### src/rtl/mem_arbiter_pkg.sv
// Shared types and constants for the fetch/data memory-port arbiter.
// Bus widths follow `ADDR_SIZE / `INSTR_SIZE (MSB indices) when defined by the core.
`ifndef ADDR_SIZE
`define ADDR_SIZE 31
`endif
`ifndef INSTR_SIZE
`define INSTR_SIZE 31
`endif

package mem_arbiter_pkg;

  localparam int unsigned ADDR_W = `ADDR_SIZE + 1;
  localparam int unsigned DATA_W = `INSTR_SIZE + 1;

  typedef enum logic [2:0] {
    MEM_ARB_IDLE   = 3'd0,
    MEM_ARB_BUSY_I = 3'd1,
    MEM_ARB_BUSY_D = 3'd2,
    MEM_ARB_RESP_I = 3'd3,
    MEM_ARB_RESP_D = 3'd4
  } arb_state_e;

  localparam logic [1:0] MEM_SIZE_B = 2'd0;
  localparam logic [1:0] MEM_SIZE_H = 2'd1;
  localparam logic [1:0] MEM_SIZE_W = 2'd2;

  // Granted request as driven onto the external bus
  typedef struct packed {
    logic              we;
    logic [1:0]        size;
    logic [ADDR_W-1:0] addr;
    logic [DATA_W-1:0] wdata;
  } mem_bus_req_t;

endpackage

### src/rtl/mem_arbiter_if.sv
// Core-side (fetch/data) and bus-side signals of the memory arbiter.
// slave = arbiter view, master = core + memory environment view.
interface mem_arbiter_if;
  import mem_arbiter_pkg::*;

  logic              i_req;
  logic [ADDR_W-1:0] i_addr;
  logic              i_ready;
  logic [DATA_W-1:0] i_rdata;
  logic              i_err;

  logic              d_req;
  logic              d_we;
  logic [1:0]        d_size;
  logic [ADDR_W-1:0] d_addr;
  logic [DATA_W-1:0] d_wdata;
  logic              d_ready;
  logic [DATA_W-1:0] d_rdata;
  logic              d_err;

  logic              m_req;
  logic              m_we;
  logic [1:0]        m_size;
  logic [ADDR_W-1:0] m_addr;
  logic [DATA_W-1:0] m_wdata;
  logic              m_ack;
  logic [DATA_W-1:0] m_rdata;

  modport slave (
    input  i_req, i_addr, d_req, d_we, d_size, d_addr, d_wdata, m_ack, m_rdata,
    output i_ready, i_rdata, i_err, d_ready, d_rdata, d_err,
           m_req, m_we, m_size, m_addr, m_wdata
  );

  modport master (
    output i_req, i_addr, d_req, d_we, d_size, d_addr, d_wdata, m_ack, m_rdata,
    input  i_ready, i_rdata, i_err, d_ready, d_rdata, d_err,
           m_req, m_we, m_size, m_addr, m_wdata
  );

endinterface

### src/rtl/mem_arb_timer.sv
// Loadable down-counter used as the bus-ack timeout; expired while the count is zero.
module mem_arb_timer #(
  parameter int unsigned W = 8
) (
  input  logic         clk,
  input  logic         rst_n,
  input  logic         clr_i,
  input  logic         load_i,
  input  logic [W-1:0] load_val_i,
  input  logic         en_i,
  output logic         expired_c
);

  logic [W-1:0] cnt_q, cnt_d;

  always_comb begin
    cnt_d = cnt_q;
    if (clr_i) begin
      cnt_d = '0;
    end else if (load_i) begin
      cnt_d = load_val_i;
    end else if (en_i && (cnt_q != '0)) begin
      cnt_d = cnt_q - W'(1);
    end
  end

  always_ff @(posedge clk or negedge rst_n) begin
    if (!rst_n) begin
      cnt_q <= '0;
    end else begin
      cnt_q <= cnt_d;
    end
  end

  assign expired_c = (cnt_q == '0);

endmodule

### src/rtl/mem_arbiter.sv
// Shares one memory port between fetch (read-only) and data (load/store), one transaction at a time.
// Define MEM_ARB_STARVE_GUARD_EN to force a fetch grant after STARVE_LIMIT back-to-back data grants.
module mem_arbiter
  import mem_arbiter_pkg::*;
#(
  parameter int unsigned STARVE_LIMIT = 4,
  parameter int unsigned TIMEOUT      = 255
) (
  input logic          clk,
  input logic          reset,
  mem_arbiter_if.slave bus
);

  localparam int unsigned TW = $clog2(TIMEOUT + 1);

  if (TIMEOUT < 1 || STARVE_LIMIT < 1) begin : g_bad_cfg
    $error("mem_arbiter: TIMEOUT and STARVE_LIMIT must both be at least 1");
  end

  arb_state_e        state_q, state_d;
  mem_bus_req_t      breq_q, breq_d;
  logic              m_req_q, m_req_d;
  logic              i_ready_q, i_ready_d;
  logic              i_err_q, i_err_d;
  logic [DATA_W-1:0] i_rdata_q, i_rdata_d;
  logic              d_ready_q, d_ready_d;
  logic              d_err_q, d_err_d;
  logic [DATA_W-1:0] d_rdata_q, d_rdata_d;

  logic grant_i, grant_d, force_i, is_d;
  logic tmr_clr, tmr_load, tmr_en, tmr_expired;

  mem_arb_timer #(.W(TW)) u_timer (
    .clk        (clk),
    .rst_n      (reset),
    .clr_i      (tmr_clr),
    .load_i     (tmr_load),
    .load_val_i (TW'(TIMEOUT - 1)),
    .en_i       (tmr_en),
    .expired_c  (tmr_expired)
  );

`ifdef MEM_ARB_STARVE_GUARD_EN
  // Streak of data grants taken while fetch was waiting
  localparam int unsigned SW = $clog2(STARVE_LIMIT + 1);
  logic [SW-1:0] streak_q, streak_d;

  assign force_i = bus.i_req && (streak_q == SW'(STARVE_LIMIT));

  always_comb begin
    streak_d = streak_q;
    if (grant_i) begin
      streak_d = '0;
    end else if (grant_d) begin
      streak_d = bus.i_req ? (streak_q + SW'(1)) : '0;
    end
  end

  always_ff @(posedge clk or negedge reset) begin
    if (!reset) begin
      streak_q <= '0;
    end else begin
      streak_q <= streak_d;
    end
  end
`else
  assign force_i = 1'b0;
`endif

  assign is_d = (state_q == MEM_ARB_BUSY_D);

  // Next-state and registered-output logic
  always_comb begin
    state_d   = state_q;
    breq_d    = breq_q;
    m_req_d   = m_req_q;
    i_ready_d = 1'b0;
    i_err_d   = i_err_q;
    i_rdata_d = i_rdata_q;
    d_ready_d = 1'b0;
    d_err_d   = d_err_q;
    d_rdata_d = d_rdata_q;
    grant_i   = 1'b0;
    grant_d   = 1'b0;
    tmr_clr   = 1'b0;
    tmr_load  = 1'b0;
    tmr_en    = 1'b0;

    case (state_q)
      MEM_ARB_IDLE: begin
        if (bus.d_req && !force_i) begin
          grant_d  = 1'b1;
          state_d  = MEM_ARB_BUSY_D;
          m_req_d  = 1'b1;
          tmr_load = 1'b1;
          breq_d   = '{we: bus.d_we, size: bus.d_size, addr: bus.d_addr, wdata: bus.d_wdata};
        end else if (bus.i_req) begin
          grant_i  = 1'b1;
          state_d  = MEM_ARB_BUSY_I;
          m_req_d  = 1'b1;
          tmr_load = 1'b1;
          breq_d   = '{we: 1'b0, size: MEM_SIZE_B, addr: bus.i_addr, wdata: '0};
        end
      end

      MEM_ARB_BUSY_I, MEM_ARB_BUSY_D: begin
        if (!m_req_q) begin
          // Timed out last cycle; err/rdata were already latched
          state_d = is_d ? MEM_ARB_RESP_D : MEM_ARB_RESP_I;
          if (is_d) d_ready_d = 1'b1;
          else      i_ready_d = 1'b1;
        end else begin
          tmr_en = 1'b1;
          if (bus.m_ack) begin
            m_req_d = 1'b0;
            state_d = is_d ? MEM_ARB_RESP_D : MEM_ARB_RESP_I;
            if (is_d) begin
              d_ready_d = 1'b1;
              d_rdata_d = bus.m_rdata;
              d_err_d   = 1'b0;
            end else begin
              i_ready_d = 1'b1;
              i_rdata_d = bus.m_rdata;
              i_err_d   = 1'b0;
            end
          end else if (tmr_expired) begin
            m_req_d = 1'b0;
            if (is_d) begin
              d_rdata_d = '0;
              d_err_d   = 1'b1;
            end else begin
              i_rdata_d = '0;
              i_err_d   = 1'b1;
            end
          end
        end
      end

      MEM_ARB_RESP_I, MEM_ARB_RESP_D: begin
        state_d = MEM_ARB_IDLE;
        tmr_clr = 1'b1;
      end

      default: begin
        state_d = MEM_ARB_IDLE;
        m_req_d = 1'b0;
      end
    endcase
  end

  always_ff @(posedge clk or negedge reset) begin
    if (!reset) begin
      state_q   <= MEM_ARB_IDLE;
      breq_q    <= '0;
      m_req_q   <= 1'b0;
      i_ready_q <= 1'b0;
      i_err_q   <= 1'b0;
      i_rdata_q <= '0;
      d_ready_q <= 1'b0;
      d_err_q   <= 1'b0;
      d_rdata_q <= '0;
    end else begin
      state_q   <= state_d;
      breq_q    <= breq_d;
      m_req_q   <= m_req_d;
      i_ready_q <= i_ready_d;
      i_err_q   <= i_err_d;
      i_rdata_q <= i_rdata_d;
      d_ready_q <= d_ready_d;
      d_err_q   <= d_err_d;
      d_rdata_q <= d_rdata_d;
    end
  end

  assign bus.m_req   = m_req_q;
  assign bus.m_we    = breq_q.we;
  assign bus.m_size  = breq_q.size;
  assign bus.m_addr  = breq_q.addr;
  assign bus.m_wdata = breq_q.wdata;
  assign bus.i_ready = i_ready_q;
  assign bus.i_rdata = i_rdata_q;
  assign bus.i_err   = i_err_q;
  assign bus.d_ready = d_ready_q;
  assign bus.d_rdata = d_rdata_q;
  assign bus.d_err   = d_err_q;

endmodule

### src/flat_wrapper.sv
// flat-port wrapper written by rule: the top's interface ports become plain ports
module mem_arbiter_flat import mem_arbiter_pkg::*;
#(
  parameter int unsigned STARVE_LIMIT = 4,
  parameter int unsigned TIMEOUT      = 255
)
  (clk, reset, bus_i_req, bus_i_addr, bus_d_req, bus_d_we, bus_d_size, bus_d_addr, bus_d_wdata, bus_m_ack, bus_m_rdata, bus_i_ready, bus_i_rdata, bus_i_err, bus_d_ready, bus_d_rdata, bus_d_err, bus_m_req, bus_m_we, bus_m_size, bus_m_addr, bus_m_wdata);
  mem_arbiter_if bus_i ();
  input logic clk;
  input logic reset;
  input wire logic [$bits(bus_i.i_req)-1:0] bus_i_req;
  input wire logic [$bits(bus_i.i_addr)-1:0] bus_i_addr;
  input wire logic [$bits(bus_i.d_req)-1:0] bus_d_req;
  input wire logic [$bits(bus_i.d_we)-1:0] bus_d_we;
  input wire logic [$bits(bus_i.d_size)-1:0] bus_d_size;
  input wire logic [$bits(bus_i.d_addr)-1:0] bus_d_addr;
  input wire logic [$bits(bus_i.d_wdata)-1:0] bus_d_wdata;
  input wire logic [$bits(bus_i.m_ack)-1:0] bus_m_ack;
  input wire logic [$bits(bus_i.m_rdata)-1:0] bus_m_rdata;
  output wire logic [$bits(bus_i.i_ready)-1:0] bus_i_ready;
  output wire logic [$bits(bus_i.i_rdata)-1:0] bus_i_rdata;
  output wire logic [$bits(bus_i.i_err)-1:0] bus_i_err;
  output wire logic [$bits(bus_i.d_ready)-1:0] bus_d_ready;
  output wire logic [$bits(bus_i.d_rdata)-1:0] bus_d_rdata;
  output wire logic [$bits(bus_i.d_err)-1:0] bus_d_err;
  output wire logic [$bits(bus_i.m_req)-1:0] bus_m_req;
  output wire logic [$bits(bus_i.m_we)-1:0] bus_m_we;
  output wire logic [$bits(bus_i.m_size)-1:0] bus_m_size;
  output wire logic [$bits(bus_i.m_addr)-1:0] bus_m_addr;
  output wire logic [$bits(bus_i.m_wdata)-1:0] bus_m_wdata;
  assign bus_i.i_req = bus_i_req;
  assign bus_i.i_addr = bus_i_addr;
  assign bus_i.d_req = bus_d_req;
  assign bus_i.d_we = bus_d_we;
  assign bus_i.d_size = bus_d_size;
  assign bus_i.d_addr = bus_d_addr;
  assign bus_i.d_wdata = bus_d_wdata;
  assign bus_i.m_ack = bus_m_ack;
  assign bus_i.m_rdata = bus_m_rdata;
  assign bus_i_ready = bus_i.i_ready;
  assign bus_i_rdata = bus_i.i_rdata;
  assign bus_i_err = bus_i.i_err;
  assign bus_d_ready = bus_i.d_ready;
  assign bus_d_rdata = bus_i.d_rdata;
  assign bus_d_err = bus_i.d_err;
  assign bus_m_req = bus_i.m_req;
  assign bus_m_we = bus_i.m_we;
  assign bus_m_size = bus_i.m_size;
  assign bus_m_addr = bus_i.m_addr;
  assign bus_m_wdata = bus_i.m_wdata;
  mem_arbiter #(.STARVE_LIMIT(STARVE_LIMIT), .TIMEOUT(TIMEOUT)) u_core (.clk(clk), .reset(reset), .bus(bus_i));
endmodule
### config.mk
export PLATFORM = sky130hd
export DESIGN_NAME = mem_arbiter_flat
export DESIGN_NICKNAME = d
export VERILOG_FILES = /design/src/rtl/mem_arbiter_pkg.sv /design/src/rtl/mem_arbiter_if.sv /design/src/rtl/mem_arb_timer.sv /design/src/rtl/mem_arbiter.sv /design/src/flat_wrapper.sv
export SDC_FILE = /design/constraint.sdc
export NUM_CORES = 1
export LEC_CHECK = 0
export CORE_MARGIN = 5
export CORE_UTILIZATION = 41
export CTS_BUF_LIST = sky130_fd_sc_hd__clkbuf_4 sky130_fd_sc_hd__clkbuf_8 sky130_fd_sc_hd__clkbuf_16
export DETAILED_ROUTE_END_ITERATION = 8
export PLACE_DENSITY = 0.86
export SYNTH_ARGS = -nofsm -noshare
export SYNTH_HDL_FRONTEND = slang
export SYNTH_SLANG_ARGS = --single-unit
### constraint.sdc
create_clock -name clk -period 2.1 [get_ports clk]
set_input_delay 0.42 -clock clk [delete_from_list [all_inputs] [get_ports clk]]
set_output_delay 0.42 -clock clk [all_outputs]
set_load 0.005 [all_outputs]
# == Yosys cells after proc, flatten, opt, wreduce, memory -nomap -nowiden ==
# Cells that the tools add are included.
# classes
addsub,1
n_eq_ne,6
n_mux,47
bitwise,2
reduce_logical,14
# ops
cell,n
two-way mux 32 bit,8
two-way mux 67 bit,2
two-way mux 1 bit,27
two-way mux 8 bit,3
two-way mux 3 bit,5
zero test 8 bit,1
AND reduction 4 bit,2
nonzero test 8 bit,1
subtractor 8 x 1 -> 8 bit (second input constant),1
equality test 3 x 2 -> 1 bit (second input constant),2
inequality test 3 bit (second input constant),2
one-hot mux 3 bit (2 select lines),1
AND reduction 2 bit,3
nonzero test 2 bit,2
OR reduction 2 bit,2
equality test 3 x 1 -> 1 bit (second input constant),1
equality test 3 bit (second input constant),1
zero test 3 bit,1
one-hot mux 1 bit (3 select lines),1
nonzero test 3 bit,1
NOT 1 bit,2
logical AND 1 bit,1
# totals
regBits,147
input_bits,136

# == Logic depth before layout (Yosys ltp) ==
# logic_depth
word_depth,7
depth_mapped,7

# == By module ==
# Synthesis repeated with hierarchy kept, for this count alone.
# unflattened
hier_cells,461
hier_area_um2,6443.7
# modules_own_cells
module,n_inst,cells_per_inst,area_per_inst_um2,seq_area_each_um2
mem_arbiter,1,399,5855.6,3478.3
mem_arb_timer,1,62,588.1,200.2

# == Worst setup path before layout ==
# Ideal clock, no wire load.
# synth_path
path_type,register -> register
start,reg u_core.u_timer.cnt_q[0]
end,reg u_core.d_rdata_q[12] (netlist: u_core.bus.d_rdata[12])
t_arrival_ns,1.726
required_ns,1.978
path_slack_ns,0.253
stages_incl_launch_ff,8
path_buffers,1
period_less_slack_ns,1.847
path_cell_list,dfrtp_1 > inv_1 > ha_1 > nor3b_1 > a21o_1 > nand3_1 > buf_2 > a32o_1
# synth_via
elab_chain_cells,3
# synth_lines
element,line_no,text
start: declaration,mem_arb_timer.sv:14,"logic [W-1:0] cnt_q, cnt_d;"
start signal: assignment,mem_arb_timer.sv:31,cnt_q <= cnt_d;
zero test 8 bit,mem_arb_timer.sv:35,assign expired_c = (cnt_q == '0);
nonzero test 2 bit (no source line),-,
AND reduction 4 bit (no source line),-,
end signal: assignment,mem_arbiter.sv:171,d_rdata_q <= d_rdata_d;
end: declaration,mem_arbiter.sv:28,"logic [DATA_W-1:0] d_rdata_q, d_rdata_d;"
# Every way passes these cells.
# A chain may end at the register's enable or synchronous reset.

# == Worst setup path in the final report ==
# layout_path
start,reg u_core.u_timer.cnt_q[0]
end,reg u_core.d_rdata_q[11] (netlist: u_core.bus.d_rdata[11])
# Same word-level chain as after synthesis.

==> key figures <==
Drt
  • DRT Pass-1 Iters: 5
  • Final wirelength: 18300 um
  • Routed vias: a little over 5k
  • Met2 WL: 9570 um
  • Post-Route M1 WL: around 6400 um
  • First DRT Iteration DRCs: 280
  • Avg WL per Cell: roughly 20 um
  • Metal3 WL: about 1800 um
  • # DRC: 0
  • DRT antenna net count: 0
  • DR top layer: met4
  • Vias per std cell: ~5.6

Die
  • Die Ht: approximately 130 um
  • Io pins: between 200 and 300
  • Core area: ~0.014 sq mm
  • Initial core utilization: a little over two fifths
  • Die width: about 130 um
  • Die area: between 0.015 and 0.02 sq mm
  • Row count: 43

Setup path
  • CP Data Required Time: 2.40 ns
  • CP max FO: 24
  • Critical path class: flop to flop
  • Crit. End Element: flop
  • R2R depth: 7
  • CP Launch Point: u_core.u_timer.cnt_q[0]
  • CP Data Arrival Time: between 2 and 2.5 ns
  • R2R Setup Slk: 0.12 ns
  • Worst setup path end: u_core.bus.d_rdata[11]
  • Reg-to-Reg End: u_core.bus.d_rdata[11]
  • Startpoint Class: flop
  • R2R Path Start: u_core.u_timer.cnt_q[0]

Timing
  • Fmax: 0.505 GHz
  • Final hold violation count: 0
  • Unrepaired setup endpoints after global routing: no
  • Final setup viols: 0
  • Minimum clock period: approximately 2.0 ns
  • Slew margin rel.: 55.8%
  • Final Max Slew Viols: 0
  • Setup Skew: approximately 0.007 ns
  • Worst Max-Slew Pin Slew: about 0.66 ns
  • Final setup TNS: 0 ns
  • Crit share post-route: between 90% and 100%

Cells and area
  • Design area: 0.00947 sq mm
  • Final #Nets: approximately 850
  • Layout cells sized above 1: 8.78%
  • N_diodes: 0
  • Area Overhead vs Synth: 61.2%

Global routing
  • First-pass GRT wire length: ~28000 um
  • Total track usage: about 22%
  • Total grt overflow: 0
  • Largest net degree at the start of global routing: 67
  • Initial antenna violation count: 0
  • Vias in the first global route: 5459

Synth
  • Seq/Total Area, Yosys: a little over three fifths
  • Cell area after synthesis: ~0.006 sq mm
  • Avg Cell Area, Syn: around 13 sq um
  • Mapped Cells: 449
  • Seq cells post-synth: 147
  • YS warnings: 0
  • Syn nets: slightly below 600
  • Number of distinct library cells after synthesis: 37

Clocking
  • H-tree Lvls: 4
  • Clk sinks: 147
  • Clk_lat worst skew: roughly 0.42 ns
  • Post-CTS setup buffer count: 0
  • Root Driver: clkbuf_16
  • CTS Buf Count: 17
  • Clk slew on worst S/H paths: 0.06 ns
  • Clk buf depth: 2
  • CTS tree: yes

Worst hold path
  • Min-delay worst type: primary input to flop

Placed design
  • Final HPWL DP: approximately 13000 um
  • GPL Wtd Cong: between 0.7 and 0.8
  • PortBufs: 271
  • Cell Area, Placed: around 0.0089 sq mm

Pwr
  • VDD IR max: around 0.72 mV
  • P_leak: 4.02 nW
  • Pwr per Cell Area: about 1500 mW/mm^2

Job
  • Total of max-cap violations: 0

Status
  • Run status: completed
[worst max-delay path: stages (launching register included)]
cell     delay [ns]
dfrtp_1        0.41
inv_1          0.10
ha_1           0.18
nor3b_2        0.35
a21o_1         0.22
nand3_1        0.11
buf_4          0.25
a32o_1         0.25
[flip-flops by register name, summed over array words and instances (netlist names), 2 cells and up]
register	count
u_core.bus.d_rdata	32
u_core.bus.i_rdata	32
u_core.bus.m_addr	32
u_core.bus.m_size	2
u_core.bus.m_wdata	32
u_core.state_q	3
u_core.u_timer.cnt_q	8
[worst min-delay path by stage]
stage / start / end / slack (ns) / depth (start not counted)
after floorplan: reset / u_core.bus.d_err / 0.12 / 0
after global placement: reset / u_core.bus.d_rdata[0] / 0.40 / 1
after detailed placement: reset / u_core.bus.d_rdata[5] / 0.41 / 1
after CTS: bus_d_req / u_core.state_q[1] / 0.34 / 3
after global routing: bus_d_req / u_core.state_q[1] / 0.35 / 3
final: bus_d_req / u_core.state_q[1] / 0.35 / 3
[through the flow]
step           worst slack, ns  cells  total power [W]  hold slack (ns)  utilization, %
6_report                 0.118    909           0.0143            0.354            67.7
5_1_grt                0.00833    909           0.0151            0.350            67.7
4_1_cts                  0.114    909           0.0144            0.339            67.6
3_5_place_dp           0.00907    876           0.0114            0.408            63.4
3_3_place_gp             0.130    876           0.0110            0.395            63.4
2_1_floorplan            0.253    449          0.00757            0.124               -
[synth_stat cells (all sizes together)]
library cell / count / share of area [%]
or4b: 1 / 0.23
a21oi: 7 / 0.60
nor3: 5 / 0.43
nand2: 34 / 2.2
a211oi: 4 / 0.60
a31o: 2 / 0.30
xnor2: 2 / 0.30
a311oi: 1 / 0.15
nor3b: 3 / 0.55
a22o: 35 / 5.2
a22oi: 2 / 0.26
nand4: 2 / 0.21
inv: 7 / 0.45
clkbuf: 25 / 1.6
a21o: 1 / 0.13
a211o: 1 / 0.15
buf: 16 / 1.4
nor2b: 4 / 0.43
ha: 2 / 0.43
o21a: 1 / 0.13
nor2: 3 / 0.19
nand3: 2 / 0.17
a32o: 64 / 11
a31oi: 2 / 0.21
dfrtp: 147 / 63
mux2i: 35 / 6.0
nor4: 1 / 0.36
nand2b: 1 / 0.11
nor4b: 2 / 0.51
mux2: 1 / 0.19
o21ai: 34 / 2.9
and2: 2 / 0.21
[final cells by class]
cell class | instances | area [sq um]
Clock buffer | 18 | 439
Sequential cell | 147 | 3680
Timing Repair Buffer | 289 | 2920
Multi-Input combinational cell | 254 | 2030
Tap cell | 180 | 225
Clock inverter | 14 | 145
Fill cell | 978 | 4520
Inverter | 7 | 26.3
[where the power goes]
group	internal, W	switching (W)	total [W]	leakage (nW)
Combinational	0.00367	0.00255	0.00622	1.91
Sequential	0.00418	0.000939	0.00512	1.84
Clock	0.00170	0.00126	0.00296	0.272
Total	0.00955	0.00474	0.0143	4.02
[repair_timing]
action	in CTS	in global routing
hold buffers	1	0
pin swaps	0	0
gates cloned	0	0
endpoints found under the setup margin	6	1
endpoints found under the hold margin	49	0
resized for setup	1	1
[logic make-up after synthesis]
family                   synth area share (%)
AO/OA/AOI/OAI                            21.5
XOR/XNOR                                0.298
adder cells (fa/ha/maj)                 0.426
buffers and inverters                    3.41
flip-flops                               62.6
multiplexers                             6.15
AND/OR/NAND/NOR                          5.58
[per-layer routing]
layer	vias up	track usage [%]
met5	-	0
met3	33	6.88
met1	2489	23.9
li1	2264	-
met4	0	8.86
met2	270	39.2
[placed cells by master (no fill, tap or decap), types with 2 or more instances in the layout]
master and instances:
nor4b_2 2, nor2_1 3, a31o_2 2, dfrtp_1 147
buf_12 6, inv_8 3, a32o_1 64, a211oi_1 3
ha_1 2, inv_6 4, nor3_1 5, nand4_1 2
a31oi_1 2, nand3_1 2, buf_4 11, clkdlybuf4s50_1 269
clkbuf_16 17, nand2_1 34, nor2b_1 4, clkinvlp_4 5
nor3b_4 2, o21ai_0 32, xnor2_1 2, mux2i_1 35
a21oi_1 7, a22oi_1 2, inv_1 7, a22o_1 35
Note: power is estimated with default switching activity, not from simulation.
